[config.mk]
export PLATFORM = sky130hd
export DESIGN_NAME = uart_tx_scheduler
export DESIGN_NICKNAME = d
export VERILOG_FILES = /design/src/rtl/uart_sched_pkg.sv /design/src/rtl/uart_tx_scheduler_rr_pick.sv /design/src/rtl/uart_tx_scheduler.sv
export SDC_FILE = /design/constraint.sdc
export NUM_CORES = 1
export LEC_CHECK = 0
export ABC_AREA = 1
export ABC_CLOCK_PERIOD_IN_PS = 2900
export CAP_MARGIN = 20
export CORE_MARGIN = 5
export CORE_UTILIZATION = 45
export CTS_BUF_LIST = sky130_fd_sc_hd__clkbuf_2 sky130_fd_sc_hd__clkbuf_4 sky130_fd_sc_hd__clkbuf_8
export CTS_CLUSTER_DIAMETER = 100
export CTS_CLUSTER_SIZE = 40
export DETAILED_ROUTE_END_ITERATION = 10
export DONT_BUFFER_PORTS = 1
export PLACE_DENSITY = 0.6
export SETUP_SLACK_MARGIN = 0.2
export SYNTH_ARGS = -nofsm -noshare
export SYNTH_HDL_FRONTEND = slang
export SYNTH_SLANG_ARGS = --single-unit
[constraint.sdc]
create_clock -name clk -period 2.9 [get_ports clk]
set_clock_uncertainty 0.15 [all_clocks]
set_input_delay 0.145 -clock clk [delete_from_list [all_inputs] [get_ports clk]]
set_output_delay 0.145 -clock clk [all_outputs]
set_load 0.03 [all_outputs]
[src/rtl/uart_sched_pkg.sv]
// uart_sched_pkg: shared state encoding and width helper for the UART TX scheduler
package uart_sched_pkg;
    typedef enum logic [1:0] {IDLE, SEND, LOCK} state_t;
    function automatic int id_w(input int n);
        return (n > 1) ? $clog2(n) : 1;
    endfunction
endpackage

[src/rtl/uart_tx_scheduler_rr_pick.sv]
// rr_pick: combinational round-robin pick, first set bit searching upward from ptr_i+1
module rr_pick #(
    parameter int N = 4,
    parameter int W = 2
) (
    input  logic [N-1:0] req_i,
    input  logic [W-1:0] ptr_i,
    output logic [N-1:0] grant_o,
    output logic [W-1:0] idx_o,
    output logic         any_o
);
    always_comb begin
        grant_o = '0;
        idx_o = '0;
        any_o = 1'b0;
        for (int k = 1; k <= N; k++) begin
            if (!any_o && req_i[(int'(ptr_i) + k) % N]) begin
                any_o = 1'b1;
                idx_o = W'((int'(ptr_i) + k) % N);
                grant_o[(int'(ptr_i) + k) % N] = 1'b1;
            end
        end
    end
endmodule

[src/rtl/uart_tx_scheduler.sv]
// uart_tx_scheduler: message-granular round-robin sharing of one UART data-register port
module uart_tx_scheduler
    import uart_sched_pkg::*;
#(
    parameter int N_REQ = 4,
    parameter int LOCK_TIMEOUT = 1024,
    localparam int ID_W = id_w(N_REQ)
) (
    input  logic              clk,
    input  logic              resetn,
    input  logic [N_REQ-1:0]  req_valid,
    input  logic [8*N_REQ-1:0] req_data,
    input  logic [N_REQ-1:0]  req_last,
    output logic [N_REQ-1:0]  req_ready,
    output logic              uart_dat_we,
    output logic [7:0]        uart_dat_di,
    input  logic              uart_dat_ack,
    output logic [ID_W-1:0]   grant_id,
    output logic              busy,
    output logic              lock_timeout
);
    localparam int TW = (LOCK_TIMEOUT > 0) ? $clog2(LOCK_TIMEOUT + 1) : 1;
    localparam logic [TW-1:0] T_LAST = TW'((LOCK_TIMEOUT > 0) ? LOCK_TIMEOUT - 1 : 0);

    state_t            state_q, state_d;
    logic [7:0]        hold_data_q, hold_data_d;
    logic              hold_last_q, hold_last_d;
    logic [ID_W-1:0]   grant_id_q, grant_id_d, ptr_q, ptr_d, pick_idx, sel;
    logic [TW-1:0]     timer_q, timer_d;
    logic              lock_timeout_q, lock_timeout_d;
    logic [N_REQ-1:0]  pick_grant;
    logic              pick_any, cap, release_msg, tmo;

    rr_pick #(.N(N_REQ), .W(ID_W)) u_pick (
        .req_i(req_valid),
        .ptr_i(ptr_q),
        .grant_o(pick_grant),
        .idx_o(pick_idx),
        .any_o(pick_any)
    );

    always_ff @(posedge clk) begin
        if (!resetn) begin
            state_q <= IDLE;
            hold_data_q <= '0;
            hold_last_q <= 1'b0;
            grant_id_q <= '0;
            ptr_q <= ID_W'(N_REQ - 1);
            timer_q <= '0;
            lock_timeout_q <= 1'b0;
        end else begin
            state_q <= state_d;
            hold_data_q <= hold_data_d;
            hold_last_q <= hold_last_d;
            grant_id_q <= grant_id_d;
            ptr_q <= ptr_d;
            timer_q <= timer_d;
            lock_timeout_q <= lock_timeout_d;
        end
    end

    always_comb begin
        state_d = state_q;
        case (state_q)
            IDLE: state_d = pick_any ? SEND : IDLE;
            SEND: state_d = !uart_dat_ack ? SEND : hold_last_q ? IDLE : LOCK;
            LOCK: state_d = cap ? SEND : tmo ? IDLE : LOCK;
            default: state_d = IDLE;
        endcase
    end

    always_comb begin
        req_ready = (state_q == IDLE) ? pick_grant :
                    (state_q == LOCK) ? req_valid & (N_REQ'(1) << grant_id_q) : '0;
        uart_dat_we = state_q == SEND;
    end

    // A capture in the final LOCK cycle beats the timeout
    assign cap = |req_ready;
    assign sel = (state_q == IDLE) ? pick_idx : grant_id_q;
    assign tmo = (LOCK_TIMEOUT != 0) && state_q == LOCK && !cap && timer_q == T_LAST;
    assign release_msg = state_q == SEND && uart_dat_ack && hold_last_q;

    always_comb begin
        hold_data_d = cap ? req_data[8*sel +: 8] : hold_data_q;
        hold_last_d = cap ? req_last[sel] : hold_last_q;
        grant_id_d = cap ? sel : grant_id_q;
        ptr_d = (release_msg || tmo) ? grant_id_q : ptr_q;
        timer_d = (state_q == SEND) ? '0 :
                  (state_q == LOCK && timer_q != '1) ? timer_q + 1'b1 : timer_q;
        lock_timeout_d = tmo;
    end

    assign uart_dat_di = hold_data_q;
    assign grant_id = grant_id_q;
    assign busy = state_q != IDLE;
    assign lock_timeout = lock_timeout_q;
endmodule
==> results of run 1 <==
## cell families after synthesis
group / count (synthesis) / share of synthesized area
compound gates: 49 / 0.1395
flops: 27 / 0.2576
fa+ha+maj: 9 / 0.05367
xor+xnor: 1 / 0.004175
simple gates: 181 / 0.4258
buf+inv: 58 / 0.1193
## state kept, by name (all words and copies together) (netlist names)
register,count
state_q,2
timer_q,11
lock_timeout,1
uart_dat_di,8
ptr_q,2
hold_last_q,1
grant_id,2
## worst register-to-register path, stage by stage (launching register included)
cell,delay [ns]
dfxtp_4,0.40
inv_2,0.05
ha_2,0.32
inv_1,0.10
nand3_2,0.13
nand2_4,0.14
nor2_4,0.05
buf_4,0.14
nand4_1,0.06
nand3_1,0.07
nand2_1,0.07
nand2_2,0.06
nor2_1,0.18
nand2_4,0.14
inv_4,0.15
nand2_1,0.06
a21oi_1,0.14
## cell usage after synthesis, types with 5 or more instances
cell / number / area, µm²
nand3_1: 28 / 140.1
o211ai_1: 7 / 52.55
nand3b_1: 12 / 90.09
nand2_2: 10 / 62.56
nand4_1: 10 / 62.56
ha_1: 9 / 112.6
nor2_1: 21 / 78.83
nor3_1: 5 / 25.02
o21ai_0: 14 / 70.07
inv_1: 46 / 172.7
nand2_1: 84 / 315.3
a21oi_1: 18 / 90.09
dfxtp_1: 27 / 540.5
## layout make-up
cell class                 instances  area [µm²]
sequential                        27       544.3
tap                               52       65.06
inverter                          50       192.7
clock buffer                       4       48.80
multi-input combinational        240        1323
timing repair buffer              17       135.1
fill                             464        2136
## per-layer routing
layer / vias to the layer above / global-route usage
met5: - / 0
met4: 0 / 0.03497
met3: 9 / 0.05378
met2: 58 / 0.2911
met1: 911 / 0.2145
li1: 1085 / -
## metrics by stage
| step | total power [mW] | instance area [µm²] | util | hold WS, ns | cells |
|---|---|---|---|---|---|
| 5_1_grt | 2.012 | 2308 | 0.5194 | 0.02848 | 390 |
| 2_1_floorplan | 1.411 | 2100 | - | 0.1614 | 325 |
| 6_report | 1.834 | 2308 | 0.5194 | 0.004373 | 390 |
| 4_1_cts | 1.810 | 2258 | 0.5082 | 0.004399 | 386 |
| 3_5_place_dp | 1.584 | 2177 | 0.4899 | 0.08511 | 379 |
| 3_3_place_gp | 1.581 | 2177 | 0.4899 | 0.08709 | 379 |
## final timing paths
| kind | depth (start not counted) | startpoint | slack (ns) | endpoint |
|---|---|---|---|---|
| max | 16 | ptr_q[0]$_SDFFE_PN1P_ | 0.41 | uart_dat_di[5]$_SDFFE_PN0P_ |
| min | 3 | uart_dat_ack | 0.004 | ptr_q[1]$_SDFFE_PN1P_ |
| max reg2reg | 16 | ptr_q[0]$_SDFFE_PN1P_ | 0.41 | uart_dat_di[5]$_SDFFE_PN0P_ |
| min reg2reg | 2 | timer_q[0]$_SDFFE_PP0P_ | 0.35 | timer_q[0]$_SDFFE_PP0P_ |
## power groups by stage
stage / combinational [mW] / sequential [mW] / clock [mW]
floorplan: 0.775 / 0.636 / 0
global placement: 0.904 / 0.677 / 0
detailed placement: 0.910 / 0.674 / 0
CTS: 0.917 / 0.665 / 0.227
global route: 1.08 / 0.678 / 0.251
finish: 0.949 / 0.663 / 0.222
## timing repair
action	in CTS	in global routing
resized for setup	1	5
hold buffers	3	0
endpoints found under the hold margin	16	0
setup buffers	0	4
endpoints found under the setup margin	1	11
pin swaps	0	1
==> impl_results.md, run 1 <==
* CP bufs+invs at 4
* Core area at 4444 µm²
* Setup violations, final at 0
* CTS Sinks at 27
* Maxcap violations at 0
* Worst Setup Start Kind: flop
* Vias in the first global route at 1949
* Fraction of layout cells with a size suffix above 1 at 0.1361
* RePlAce Congestion at 0.9013
* Portion of total power attributed to combinational logic at 0.518
* Routed length on met2 at 2.308 mm
* WL/cell at 13.24 µm
* Yosys cell types at 35
* Worst min path class: in -> reg
* Die height at 78.29 µm
* Fmax at 401.7 MHz
* Ys Warns at 0
* Ys flop type: dfxtp_1
* Row cnt at 24
* Post-route ant nets at 0
* #FFs+latches synth at 27
* Pre-CTS WS at 0.1981 ns
* M1 WL at 2.410 mm
* Worst slew margin at 0.5961
* Most common cell after layout, fill and taps aside: nand2_1
* Minimum clock period at 2.489 ns
* Initial antenna violation count at 0
* Peak supply drop at 502.1 µV
* Sw frac at 0.5195
* Met3 wire len at 349 µm
* Setup TNS at 0 ns
* CP delay by family, top: simple AND/OR/NAND/NOR gates
* Starting density of the core at 0.4721
* Post-synthesis cell area at 2098 µm²
* Clk pin slew, worst setup/hold paths at 0.09 ns
* Die Width at 78.29 µm
* Crit path DAT at 2.54 ns
* Ports at 60
* Critical Path, Cell by Cell: inv_2 -> ha_2 -> inv_1 -> nand3_2 -> nand2_4 -> nor2_4 -> buf_4 -> nand4_1 -> nand3_1 -> nand2_1 -> nand2_2 -> nor2_1 -> nand2_4 -> inv_4 -> nand2_1 -> a21oi_1
* Clock buffer depth at 2
* Async S/R FF share, synth at 0
* Clock Latency Late Sink at 0.27 ns
* Final hold vios at 0
* Total congestion overflow at 0
* P_leak at 1.090 nW
* Clock Power Share at 0.121
* Syn Area/Cell at 6.456 µm²
* Setup CP Type: reg -> reg
* Final WL at 5.162 mm
* Power density cells at 794.4 nW/µm²
* Register area share after synthesis at 0.2576
* Worst-path maximum fanout at 13
* Syn-to-layout area delta at 10.02%
* DR vias/cell at 5.290
* First-pass GRT wire length at 8.707 mm
* Full die area at 6129 µm²
* Drc violations at 0
* Req. time, crit path at 2.95 ns
* Layout Nets at 391
* Post-route clock period utilization at 0.8584
* Commonest non-fill, non-tap cells in the layout: nand2_1, inv_1, nand3_1, dfxtp_1, nor2_1
* RSZ-0062 raised after global routing: no
* Post-DP HPWL at 4.107 mm
* DRT Pass-1 Iters at 4
* Post-Syn Instances at 325
* P_sw at 952.7 µW
* Internal power at 881.3 µW
* Syn Nets at 377
* Status: completed
* Crit-path slowest cell: dfxtp_4
* GRT Overall Usage at 0.1714
* Post-synth EDFFs at 0
* Num CTS Buffers at 3
* Buffers on Ports at 0
* DR vias at 2063
* Critical path capture point type: flop
* Root Driver: clkbuf_8
* Fin. max-slew vios at 0
* Deepest level of the CTS H-tree at 1
* Highest metal used: met4
* CTS tree: done
* Initial drt markers at 98
* Worst Tran Pin Value at 0.6050 ns
* Ant diodes at 0
* Sequential power share at 0.361
* Largest net degree at the start of global routing at 28
* Setup WS post-layout at 0.4108 ns
* Slowest cell delay on critical path at 0.40 ns
(Power assumes the default switching activity.)
==> inputs of run 2 (changes only) <==
--- a/config.mk
+++ b/config.mk
@@ -15,6 +15,7 @@
 export CTS_CLUSTER_SIZE = 40
 export DETAILED_ROUTE_END_ITERATION = 10
 export DONT_BUFFER_PORTS = 1
+export HOLD_SLACK_MARGIN = 0.05
 export PLACE_DENSITY = 0.6
 export SETUP_SLACK_MARGIN = 0.2
 export SYNTH_ARGS = -nofsm -noshare
==> run 2 against run 1 <==
Critical path depth fell by 1. Sequential cell count did not move. Sequential share of layout area fell by 0.69 points. Critical endpoint is now uart_dat_di[7]$_SDFFE_PN0P_.
==> impl_results.md, run 2 (same netlist as run 1, synthesis figures left out) <==
* Fin. max-slew vios at 0 (unchanged)
* Internal power at 887.4 µW (was 881.3 µW)
* Starting density of the core at 0.4721 (unchanged)
* Max reg flops at 11 (unchanged)
* DP Cell Count at 379 (unchanged)
* Maxcap violations at 0 (unchanged)
* Post-route clock period utilization at 0.8572 (was 0.8584)
* DR vias at 2102 (was 2063)
* Portion of total power attributed to combinational logic at 0.522 (was 0.518)
* Largest net degree at the start of global routing at 28 (unchanged)
* Ports at 60 (unchanged)
* Buffers on Ports at 0 (unchanged)
* Peak supply drop at 509.1 µV (was 502.1 µV)
* Hold_ws at 0.05772 ns (was 0.004373 ns)
* P_sw at 958.3 µW (was 952.7 µW)
* Worst-path maximum fanout at 27 (was 13)
* Worst Setup Start Kind: flop (unchanged)
* Crit-path slowest cell: dfxtp_4 (unchanged)
* Syn-to-layout area delta at 13.36% (was 10.02%)
* Req. time, crit path at 2.92 ns (was 2.95 ns)
* Final Core Density at 0.5352 (was 0.5194)
* Fraction of layout cells with a size suffix above 1 at 0.1333 (was 0.1361)
* Clock Latency Late Sink at 0.27 ns (about the same)
* Clock Power Share at 0.119 (was 0.121)
* Core area at 4444 µm² (unchanged)
* Most flop-heavy register: timer_q (unchanged)
* Final non-filler cell total at 397 (was 390)
* Clk pin slew, worst setup/hold paths at 0.09 ns (about the same)
* RePlAce Congestion at 0.9013 (unchanged)
* CTS Sinks at 27 (unchanged)
* Post-DP HPWL at 4.107 mm (unchanged)
* CP bufs+invs at 3 (was 4)
* Slowest cell delay on critical path at 0.39 ns (was 0.40 ns)
* Setup violations, final at 0 (unchanged)
* Sequential power share at 0.359 (was 0.361)
* Most common cell after layout, fill and taps aside: nand2_1 (unchanged)
* GRT Overall Usage at 0.1770 (was 0.1714)
* CTS tree: done (unchanged)
* Row cnt at 24 (unchanged)
* Pre-CTS WS at 0.1981 ns (unchanged)
* P_leak at 1.119 nW (was 1.090 nW)
* Root Driver: clkbuf_8 (unchanged)
* DRT Pass-1 Iters at 4 (unchanged)
* Critical Path, Cell by Cell: inv_2 -> ha_2 -> inv_1 -> nand3_2 -> nand2_4 -> nor2_4 -> inv_1 -> nand3_1 -> nand4_2 -> nand2_4 -> nand2_1 -> o211ai_1 -> nand2_1 -> nor2_1 -> nor2_1 (was inv_2 -> ha_2 -> inv_1 -> nand3_2 -> nand2_4 -> nor2_4 -> buf_4 -> nand4_1 -> nand3_1 -> nand2_1 -> nand2_2 -> nor2_1 -> nand2_4 -> inv_4 -> nand2_1 -> a21oi_1)
* Crit path DAT at 2.50 ns (was 2.54 ns)
* Critical path capture point type: flop (unchanged)
* Power density cells at 776.0 nW/µm² (was 794.4 nW/µm²)
* Worst min path class: in -> reg (unchanged)
* Total congestion overflow at 0 (unchanged)
* Post-route ant nets at 0 (unchanged)
* Initial antenna violation count at 0 (unchanged)
* Fmax at 402.3 MHz (was 401.7 MHz)
* Ant diodes at 0 (unchanged)
* Number of fill cells at 448 (was 464)
* Worst slew margin at 0.6027 (was 0.5961)
* Final hold vios at 0 (unchanged)
* Layout Nets at 398 (was 391)
* DR vias/cell at 5.295 (was 5.290)
* Final WL at 5.314 mm (was 5.162 mm)
* Die height at 78.29 µm (unchanged)
* CP delay by family, top: simple AND/OR/NAND/NOR gates (unchanged)
* Sw frac at 0.5192 (was 0.5195)
* Setup WS post-layout at 0.4140 ns (was 0.4108 ns)
* Initial drt markers at 101 (was 98)
* Commonest non-fill, non-tap cells in the layout: nand2_1, inv_1, nand3_1, dfxtp_1, nor2_1 (unchanged)
* Clock buffer depth at 2 (unchanged)
* Setup CP Type: reg -> reg (unchanged)
* Worst Tran Pin Value at 0.5951 ns (was 0.6050 ns)
* Status: completed (unchanged)
* Setup TNS at 0 ns (unchanged)
* Num CTS Buffers at 3 (unchanged)
* WL/cell at 13.39 µm (was 13.24 µm)
* First-pass GRT wire length at 8.963 mm (was 8.707 mm)
* Minimum clock period at 2.486 ns (was 2.489 ns)
* Die Width at 78.29 µm (unchanged)
* Drc violations at 0 (unchanged)
* Deepest level of the CTS H-tree at 1 (unchanged)
* RSZ-0062 raised after global routing: no (unchanged)
* Full die area at 6129 µm² (unchanged)
* Vias in the first global route at 2022 (was 1949)
run 2: cell count changes in the layout (fill, tap and decap cells not counted), sizes merged:
cell / change
dlygate4sd3: +7
run 2: what timing repair did:
action / in CTS / in global routing
setup endpoints to repair: 1 / 11
resized for setup: 1 / 5
pin swaps: 0 / 1
hold buffers: 10 / 0
endpoints found under the hold margin: 16 / 0
setup buffers: 0 / 4
run 2: metrics by stage:
stage               power, mW  cell area, µm²
finish                  1.846            2379
global route            2.021            2379
CTS                     1.817            2328
detailed placement      1.584            2177
global placement        1.581            2177
floorplan               1.411            2100
run 2: cell type report:
cell class,instances,area [µm²],share of cell area
Clock buffer,4,48.80,0.02052
Timing Repair Buffer,24,205.2,0.08627
Tap cell,52,65.06,0.02735
Sequential cell,27,544.3,0.2288
Multi-Input combinational cell,240,1323,0.5560
Inverter,50,192.7,0.08101
run 2: per-layer routing:
layer | wire length, µm | vias up | GRT usage
met5 | 0 | - | 0
met4 | 121 | 0 | 0.04196
li1 | - | 1100 | -
met3 | 328 | 13 | 0.05263
met1 | 2419 | 936 | 0.2110
met2 | 2444 | 53 | 0.3125
run 2: worst paths after layout:
path                            from                           to  slack (ns)  cells after the start
max            ptr_q[0]$_SDFFE_PN1P_  uart_dat_di[7]$_SDFFE_PN0P_        0.41                     15
max reg2reg    ptr_q[0]$_SDFFE_PN1P_  uart_dat_di[7]$_SDFFE_PN0P_        0.41                     15
min                      req_data[9]  uart_dat_di[1]$_SDFFE_PN0P_        0.06                      6
min reg2reg  timer_q[0]$_SDFFE_PP0P_      timer_q[0]$_SDFFE_PP0P_        0.35                      2
run 2: power groups by stage:
stage	sequential (mW)	clock, mW	combinational, mW
floorplan	0.636	0	0.775
global placement	0.677	0	0.904
detailed placement	0.674	0	0.910
CTS	0.665	0.227	0.925
global route	0.678	0.251	1.09
finish	0.662	0.219	0.964
run 2: tightest hold or removal path, delay by kind of cell:
family,cells,cell delay (ns)
compound gates,1,0.05
buf+inv,1,0.03
simple gates,4,0.20
==> inputs of run 3 (changes only) <==
--- a/config.mk
+++ b/config.mk
@@ -8,7 +8,7 @@
 export ABC_AREA = 1
 export ABC_CLOCK_PERIOD_IN_PS = 2900
 export CAP_MARGIN = 20
-export CORE_MARGIN = 5
+export CORE_MARGIN = 2
 export CORE_UTILIZATION = 45
 export CTS_BUF_LIST = sky130_fd_sc_hd__clkbuf_2 sky130_fd_sc_hd__clkbuf_4 sky130_fd_sc_hd__clkbuf_8
 export CTS_CLUSTER_DIAMETER = 100
==> run 3 against run 2 <==
Final cell count grew 0.50%. Non-clock buffer count is 2 higher. Power increased by 1.8%. Largest power group unchanged.
==> impl_results.md, run 3 (same netlist as run 1, synthesis figures left out) <==
* Largest net degree at the start of global routing at 28 (unchanged)
* Worst r2r src: ptr_q[0]$_SDFFE_PN1P_ (unchanged)
* Initial antenna violation count at 0 (unchanged)
* Worst Tran Pin Value at 0.5946 ns (was 0.5951 ns)
* RSZ-0062 raised after global routing: no (unchanged)
* CTS Sinks at 27 (unchanged)
* Hold Path Depth at 6 (unchanged)
* Setup CP Type: reg -> reg (unchanged)
* Commonest non-fill, non-tap cells in the layout: nand2_1, inv_1, nand3_1, dfxtp_1, nor2_1 (unchanged)
* Ports at 60 (unchanged)
* Power density cells at 777.4 nW/µm² (was 776.0 nW/µm²)
* Hold_ws at 0.05405 ns (was 0.05772 ns)
* Setup WS post-layout at 0.4205 ns (was 0.4140 ns)
* Final WL at 5.364 mm (was 5.314 mm)
* Fraction of layout cells with a size suffix above 1 at 0.1326 (was 0.1333)
* DR vias at 2121 (was 2102)
* Setup violations, final at 0 (unchanged)
* Pre-CTS WS at 0.2413 ns (was 0.1981 ns)
* Num CTS Buffers at 3 (unchanged)
* Buffers on Ports at 0 (unchanged)
* DR vias/cell at 5.316 (was 5.295)
* GRT Overall Usage at 0.2102 (was 0.1770)
* Core area at 4414 µm² (was 4444 µm²)
* Die Width at 72.29 µm (was 78.29 µm)
* Total congestion overflow at 0 (unchanged)
* Ant diodes at 0 (unchanged)
* Setup TNS at 0 ns (unchanged)
* Final hold vios at 0 (unchanged)
* Clock buffer depth at 2 (unchanged)
* Req. time, crit path at 2.92 ns (about the same)
* Reg-to-reg endpoint: hold_last_q$_SDFFE_PN0P_ (was uart_dat_di[7]$_SDFFE_PN0P_)
* Drc violations at 0 (unchanged)
* Critical path capture point type: flop (unchanged)
* Fmax at 403.3 MHz (was 402.3 MHz)
* Minimum clock period at 2.479 ns (was 2.486 ns)
* Post-route ant nets at 0 (unchanged)
* Clock Latency Late Sink at 0.28 ns (was 0.27 ns)
* Register area at 544.3 µm² (unchanged)
* Layout Nets at 400 (was 398)
* Most flop-heavy register: timer_q (unchanged)
* Syn-to-layout area delta at 15.21% (was 13.36%)
* Die height at 72.29 µm (was 78.29 µm)
* Starting density of the core at 0.4753 (was 0.4721)
* Fin. max-slew vios at 0 (unchanged)
* Worst min path class: in -> reg (unchanged)
* RePlAce Congestion at 0.9681 (was 0.9013)
* DRT Pass-1 Iters at 4 (unchanged)
* Full die area at 5225 µm² (was 6129 µm²)
* Most common cell after layout, fill and taps aside: nand2_1 (unchanged)
* Post-route clock period utilization at 0.8550 (was 0.8572)
* Multi-input logic area at 1340 µm² (was 1323 µm²)
* Deepest level of the CTS H-tree at 1 (unchanged)
* Min-delay src: req_data[12] (was req_data[9])
* Worst slew margin at 0.6030 (was 0.6027)
* Status: completed (unchanged)
* Root Driver: clkbuf_8 (unchanged)
* Clk pin slew, worst setup/hold paths at 0.10 ns (was 0.09 ns)
* Number of fill cells at 441 (was 448)
* Vias in the first global route at 1916 (was 2022)
* Crit path DAT at 2.50 ns (about the same)
* Max reg flops at 11 (unchanged)
* Worst-path maximum fanout at 27 (unchanged)
* Min-Delay Endpoint: uart_dat_di[4]$_SDFFE_PN0P_ (was uart_dat_di[1]$_SDFFE_PN0P_)
* Row cnt at 24 (unchanged)
* CTS tree: done (unchanged)
* WL/cell at 13.44 µm (was 13.39 µm)
* Reg2reg path depth at 13 (was 15)
* P_leak at 1.129 nW (was 1.119 nW)
* Maxcap violations at 0 (unchanged)
* First-pass GRT wire length at 8.797 mm (was 8.963 mm)
* Peak supply drop at 444.2 µV (was 509.1 µV)
* Reg-to-reg setup timing slack at 0.42 ns (was 0.41 ns)
* Initial drt markers at 139 (was 101)
* Post-DP HPWL at 4.025 mm (was 4.107 mm)
* Worst Setup Start Kind: flop (unchanged)
## run 3: cell types whose count changed in the layout (fill, tap and decap cells not counted), sizes merged
cell,delta
dlygate4sd3,+2
clkinv,+1
clkbuf,-1
## run 3: report_power, final
group          switching [mW]  total [mW]  internal [mW]
clock network           0.120       0.217         0.0964
logic                   0.656       0.997          0.341
registers               0.215       0.666          0.451
total                   0.991        1.88          0.888
## run 3: stage by stage
stage,cells,util,area (µm²),power [mW]
2_1_floorplan,325,-,2100,1.411
3_3_place_gp,379,0.4932,2177,1.588
3_5_place_dp,379,0.4932,2177,1.586
4_1_cts,395,0.5315,2346,1.819
5_1_grt,399,0.5476,2417,2.026
6_report,399,0.5476,2417,1.879
## run 3: area by class of cell
class | instances | area share
Multi-Input combinational cell | 240 | 0.5543
Sequential cell | 27 | 0.2252
Timing Repair Buffer | 26 | 0.09472
Inverter | 50 | 0.07971
Tap cell | 52 | 0.02692
Clock buffer | 3 | 0.01708
Clock inverter | 1 | 0.002070
## run 3: routing by layer
metal / track usage / vias up / wire, µm
met1: 0.2786 / 937 / 2383
met5: 0 / - / 0
met2: 0.3496 / 74 / 2523
met4: 0.02725 / 0 / 20
met3: 0.05972 / 5 / 437
li1: - / 1105 / -
## run 3: worst max-delay path by stage
stage                     startpoint                          end  slack [ns]  depth (start not counted)
2_1_floorplan  ptr_q[1]$_SDFFE_PN1P_  uart_dat_di[3]$_SDFFE_PN0P_        0.27                         15
3_3_place_gp   ptr_q[0]$_SDFFE_PN1P_  uart_dat_di[1]$_SDFFE_PN0P_        0.26                         16
3_5_place_dp   ptr_q[0]$_SDFFE_PN1P_  uart_dat_di[1]$_SDFFE_PN0P_        0.24                         16
4_1_cts        ptr_q[0]$_SDFFE_PN1P_  uart_dat_di[1]$_SDFFE_PN0P_        0.23                         16
5_1_grt        ptr_q[1]$_SDFFE_PN1P_  uart_dat_di[5]$_SDFFE_PN0P_        0.21                         16
6_report       ptr_q[0]$_SDFFE_PN1P_     hold_last_q$_SDFFE_PN0P_        0.42                         13
## run 3: critical path, stage by stage (launching register included)
cell and delay [ns]:
dfxtp_4 0.38, inv_2 0.04, ha_2 0.36, inv_1 0.07
nand3_2 0.13, nand2_4 0.09, nor2_4 0.16, nand4_1 0.20
nand4_4 0.19, nand2_8 0.13, o211ai_1 0.21, nand2_1 0.09
nor2_1 0.10, nor2_1 0.04
## run 3: timing repair
item	CTS	global route
gates resized for setup	1	9
hold buffers	12	0
buffers inserted	0	4
setup endpoints to repair	1	12
endpoints found under the hold margin	16	0
pin swaps	0	2
